===== src/rtl/sdrstick_tx_feeder.sv =====
// Transmit sample feeder: pops I/Q word pairs from the TX FIFO once per sample
// period and presents them as 16-bit samples with a tx_valid strobe.
module sdrstick_tx_feeder (
  input  logic        clk,
  input  logic        reset,
  input  logic [31:0] fifo_readdata,
  input  logic [10:0] fifo_level,
  output logic        fifo_read,
  input  logic [2:0]  ctl_address,
  input  logic        ctl_read,
  output logic [31:0] ctl_readdata,
  input  logic        ctl_write,
  input  logic [31:0] ctl_writedata,
  output logic [15:0] tx_i,
  output logic [15:0] tx_q,
  output logic        tx_valid,
  output logic        underrun
);

  typedef enum logic [2:0] {
    S_IDLE, S_WAIT, S_RD_Q, S_CAP_I, S_CAP_Q, S_OUT
  } state_t;

  state_t      state, state_n;
  logic        enable;
  logic [15:0] period;
  logic [15:0] eff_period;
  logic [15:0] cnt;
  logic        tick;
  logic [31:0] underruns;
  logic [31:0] samples;
  logic        uflag, uflag_n;
  logic        fifo_read_n, underrun_n, tx_valid_n;
  logic [15:0] cap_i, cap_q;
  logic        busy;
  logic        ctrl_wr, clr_underruns;

  assign eff_period    = (period < 16'd8) ? 16'd8 : period;
  assign tick          = enable && (cnt == 16'd0);
  assign busy          = (state != S_IDLE) && (state != S_WAIT);
  assign ctrl_wr       = ctl_write && (ctl_address == 3'd0);
  assign clr_underruns = ctrl_wr && ctl_writedata[1];

  always_ff @(posedge clk or posedge reset) begin
    if (reset) begin
      cnt <= 16'd639;
    end else if (!enable || cnt == 16'd0) begin
      cnt <= eff_period - 16'd1;
    end else begin
      cnt <= cnt - 16'd1;
    end
  end

  always_comb begin
    state_n     = state;
    fifo_read_n = 1'b0;
    underrun_n  = 1'b0;
    tx_valid_n  = 1'b0;
    uflag_n     = uflag;
    case (state)
      S_IDLE: if (enable) state_n = S_WAIT;
      S_WAIT: begin
        if (!enable) begin
          state_n = S_IDLE;
        end else if (tick) begin
          state_n = S_RD_Q;
          if (fifo_level >= 11'd2) begin
            fifo_read_n = 1'b1;
            uflag_n     = 1'b0;
          end else begin
            uflag_n    = 1'b1;
            underrun_n = 1'b1;
          end
        end
      end
      S_RD_Q: begin
        fifo_read_n = !uflag;
        state_n     = S_CAP_I;
      end
      S_CAP_I: state_n = S_CAP_Q;
      S_CAP_Q: state_n = S_OUT;
      S_OUT: begin
        tx_valid_n = 1'b1;
        state_n    = enable ? S_WAIT : S_IDLE;
      end
      default: state_n = S_IDLE;
    endcase
  end

  always_ff @(posedge clk or posedge reset) begin
    if (reset) begin
      state     <= S_IDLE;
      fifo_read <= 1'b0;
      underrun  <= 1'b0;
      tx_valid  <= 1'b0;
      uflag     <= 1'b0;
      cap_i     <= 16'd0;
      cap_q     <= 16'd0;
      tx_i      <= 16'd0;
      tx_q      <= 16'd0;
      samples   <= 32'd0;
    end else begin
      state     <= state_n;
      fifo_read <= fifo_read_n;
      underrun  <= underrun_n;
      tx_valid  <= tx_valid_n;
      uflag     <= uflag_n;
      // FIFO data arrives one cycle after each pop, so I lands in CAP_I and Q in CAP_Q
      if (state == S_CAP_I) cap_i <= uflag ? 16'd0 : fifo_readdata[23:8];
      if (state == S_CAP_Q) cap_q <= uflag ? 16'd0 : fifo_readdata[23:8];
      if (state == S_OUT) begin
        tx_i <= cap_i;
        tx_q <= cap_q;
        if (!uflag) samples <= samples + 32'd1;
      end
    end
  end

  always_ff @(posedge clk or posedge reset) begin
    if (reset) begin
      enable       <= 1'b0;
      period       <= 16'd640;
      underruns    <= 32'd0;
      ctl_readdata <= 32'd0;
    end else begin
      if (ctrl_wr) enable <= ctl_writedata[0];
      if (ctl_write && ctl_address == 3'd1) period <= ctl_writedata[15:0];
      // a clear landing on the same cycle as an underrun leaves the count at zero
      if (clr_underruns) begin
        underruns <= 32'd0;
      end else if (underrun_n && underruns != 32'hFFFF_FFFF) begin
        underruns <= underruns + 32'd1;
      end
      if (ctl_read && !ctl_write) begin
        case (ctl_address)
          3'd0:    ctl_readdata <= {31'd0, enable};
          3'd1:    ctl_readdata <= {16'd0, period};
          3'd2:    ctl_readdata <= underruns;
          3'd3:    ctl_readdata <= samples;
          3'd4:    ctl_readdata <= {31'd0, busy};
          default: ctl_readdata <= 32'd0;
        endcase
      end
    end
  end

endmodule


===== config.mk =====
export PLATFORM = sky130hd
export DESIGN_NAME = sdrstick_tx_feeder
export DESIGN_NICKNAME = d
export VERILOG_FILES = /design/src/rtl/sdrstick_tx_feeder.sv
export SDC_FILE = /design/constraint.sdc
export NUM_CORES = 1
export LEC_CHECK = 0
export BUFFER_PORTS_ARGS = -buffer_cell sky130_fd_sc_hd__buf_2
export CORE_ASPECT_RATIO = 1.4
export CORE_MARGIN = 10
export CORE_UTILIZATION = 51
export DETAILED_ROUTE_END_ITERATION = 8
export GPL_TIMING_DRIVEN = 1
export PLACE_DENSITY = 0.77
export SLEW_MARGIN = 10
export SYNTH_ARGS = -nofsm -noshare
export SYNTH_HDL_FRONTEND = slang
export SYNTH_SLANG_ARGS = --single-unit

===== constraint.sdc =====
create_clock -name clk -period 6 [get_ports clk]
set_input_delay 0.9 -clock clk [delete_from_list [all_inputs] [get_ports clk]]
set_output_delay 0.9 -clock clk [all_outputs]
set_load 0.05 [all_outputs]

==> qor.yml <==
status: "complete, no violations"
hold_class: "reg -> reg"
maxSlewViolCount: 0
wl_per_cell_um: 16.8
arrival_ns: 3.82
clock-sinks: 200
layout_common_cells: "203 x nand2_1, 190 x dfrtp_1, 115 x buf_2"
cts_setup_buffers: 0
diodes: 0
die_x_um: 134
synth.distinct_cells: 54
synthArstFlopShare: 1.00
maxSlewHeadroom: 0.207
final_nets: 1122
utilization: 0.592
min_period_ns: 3.50
fp.dieArea_um2: 24100
ys.flop_type: "dfrtp_1"
start_kind: "register"
cap_viol_max_count: 0
synth_seq_cells: 200
timing_hold_violations_final: 0
ant_nets: 0
comb_power_share: 0.124
postCtsResizedCells: 0
clock.fmax_ghz: 0.286
power_density_nw_per_um2: 290
antenna_found_initial: 0
crit_chain: "nor4_2 > nand4_1 > o21ai_1 > buf_4 > o21a_1 > a22oi_1 > ha_1 > nor3b_1 > and4_1 > o21ai_0 > a211oi_1 > xnor2_1 > mux2i_1"
rrSetupSlack_ns: 2.50
core_um2: 17900
grt.overflow.total: 0
clkPwrFrac: 0.368
min_path_cells: 2
slowest_delay_ns: 0.51
io_buffers: 115
hp-start: "cap_q[0]"
root_buffer: "clkbuf_16"
rsz0062_at_grt: "false"
setup_viol: 0
max-vdd-ir-drop_mv: 0.187
finalPower_uw: 3080
critPathKind: "reg -> reg"
cts_tree: "done"
reg2reg_from: "cnt[1]"
power_leakage_uw: 0.00502
final_layout_size_suffix_gt1_frac: 0.196
cts_buffers: 17
final_common_cell: "nand2_1"
yosysWarnings: 0
areaGrowthSynthToFinish_pct: 14.2
p_int_uw: 2200
grt_pass1_vias: 7114
place_congestion: 0.847
routed_wl_um: 21700
fin_tns_setup_ns: 0
via_per_inst: 5.51
syn_nets: 1030
ys_seq_area_frac: 0.540
initialDrtViolationCount: 521
tightest_slew_ns: 1.19
endpoint_kind: "register"
syn-mean-instance-area_um2: 9.84
clock_latency_ns: 0.43
synth_edf_count: 0
start_util: 0.519
drc: 0
switchingPower_uw: 883
reg2reg_depth: 13
reg2reg_to: "cnt[12]"
num_rows: 58
postSynthCellCount: 945
io_pins: 149
fin_crit_sh: 0.584
path_clk_slew_ns: 0.08
swShare: 0.286
holdPathEnd: "tx_q[0]"
critPathSlowestCell: "nor4_2"
crit_required_ns: 6.32
grt_pass1_wl_um: 35500
drt_first_pass_iters: 5
netlist_area_um2: 9300
vias: 7103
skew_ns: 0.00993
crit_path_max_fanout: 15
dp_hpwl_um: 15100
clk_path_buf_depth: 2
htreeDepth: 4
seqPwrFrac: 0.508
die_h_um: 180
track_usage: 0.179
grt_max_degree: 177
hold_buffers: 0
metrics by stage:
| step | cell area (um2) | hold slack, ns | cells | worst slack [ns] |
|---|---|---|---|---|
| after CTS | 10600 | 0.472 | 1290 | 2.53 |
| final | 10600 | 0.465 | 1290 | 2.50 |
| after global routing | 10600 | 0.489 | 1290 | 2.25 |
| after floorplan | 9300 | 0.439 | 945 | 2.52 |
| after detailed placement | 10000 | 0.454 | 1258 | 2.56 |
| after global placement | 10000 | 0.447 | 1258 | 2.62 |
power by group through the flow:
| stage | logic [uW] | clock network (uW) | registers, uW |
|---|---|---|---|
| floorplan | 264 | 0 | 1590 |
| global placement | 371 | 0 | 1580 |
| detailed placement | 382 | 0 | 1590 |
| CTS | 384 | 1160 | 1560 |
| global route | 422 | 1220 | 1580 |
| finish | 382 | 1140 | 1570 |
layout make-up:
cell class	count	area, um2
repair buffers	120	626
clock buffers	17	425
multi-input cells	683	4030
fillers	1519	7310
inverters	15	60.1
well taps	240	300
clock inverters	15	158
flip-flops and latches	200	5020
flip-flops by register name, summed over array words and instances (netlist names), 3 cells and up:
name,cells
cnt,16
period,16
tx_i,16
tx_q,16
samples,32
state,3
ctl_readdata,32
cap_i,16
underruns,32
cap_q,16
cell usage after synthesis (all sizes together), types with 20 or more instances:
master | count | share of area
nand3 | 27 | 0.015
clkbuf | 42 | 0.017
mux2i | 21 | 0.023
a22oi | 20 | 0.016
dfrtp | 190 | 0.51
nand4 | 21 | 0.014
xor2 | 25 | 0.024
nand2b | 20 | 0.013
o21ai | 83 | 0.045
nand2 | 203 | 0.082
nor2 | 57 | 0.023
xnor2 | 44 | 0.041
mux2 | 34 | 0.041
nor3 | 21 | 0.011
how the worst max path moves through the flow:
stage,start,end,cells after the start
after global placement,cnt[1],cnt[12],13
after floorplan,reset,cap_i[0],1
after detailed placement,cnt[1],cnt[12],13
after global routing,cnt[1],cnt[12],13
final,cnt[1],cnt[12],13
after CTS,cnt[1],cnt[12],13
routing by layer:
layer,global-route usage,vias up,share of wire
met3,0.0435,29,0.051
met2,0.300,184,0.50
li1,-,3443,-
met5,0,-,0
met1,0.221,3447,0.43
met4,0.0572,0,0.020
critical path: cells and delay by family (launching register included):
family,cells,cell delay [ns]
flops,1,0.39
compound gates,5,0.82
simple gates,4,1.35
mux,1,0.09
buf+inv,1,0.26
fa+ha+maj,1,0.29
xor+xnor,1,0.19
cell families after synthesis:
logic type / Yosys count / synth area share
adder cells (fa/ha/maj): 3 / 0.00404
AO/OA/AOI/OAI: 143 / 0.0911
AND/OR/NAND/NOR: 413 / 0.210
flip-flops: 200 / 0.540
XOR/XNOR: 69 / 0.0650
buffers and inverters: 62 / 0.0266
multiplexers: 55 / 0.0638
Power figures use the tool's default switching activity.
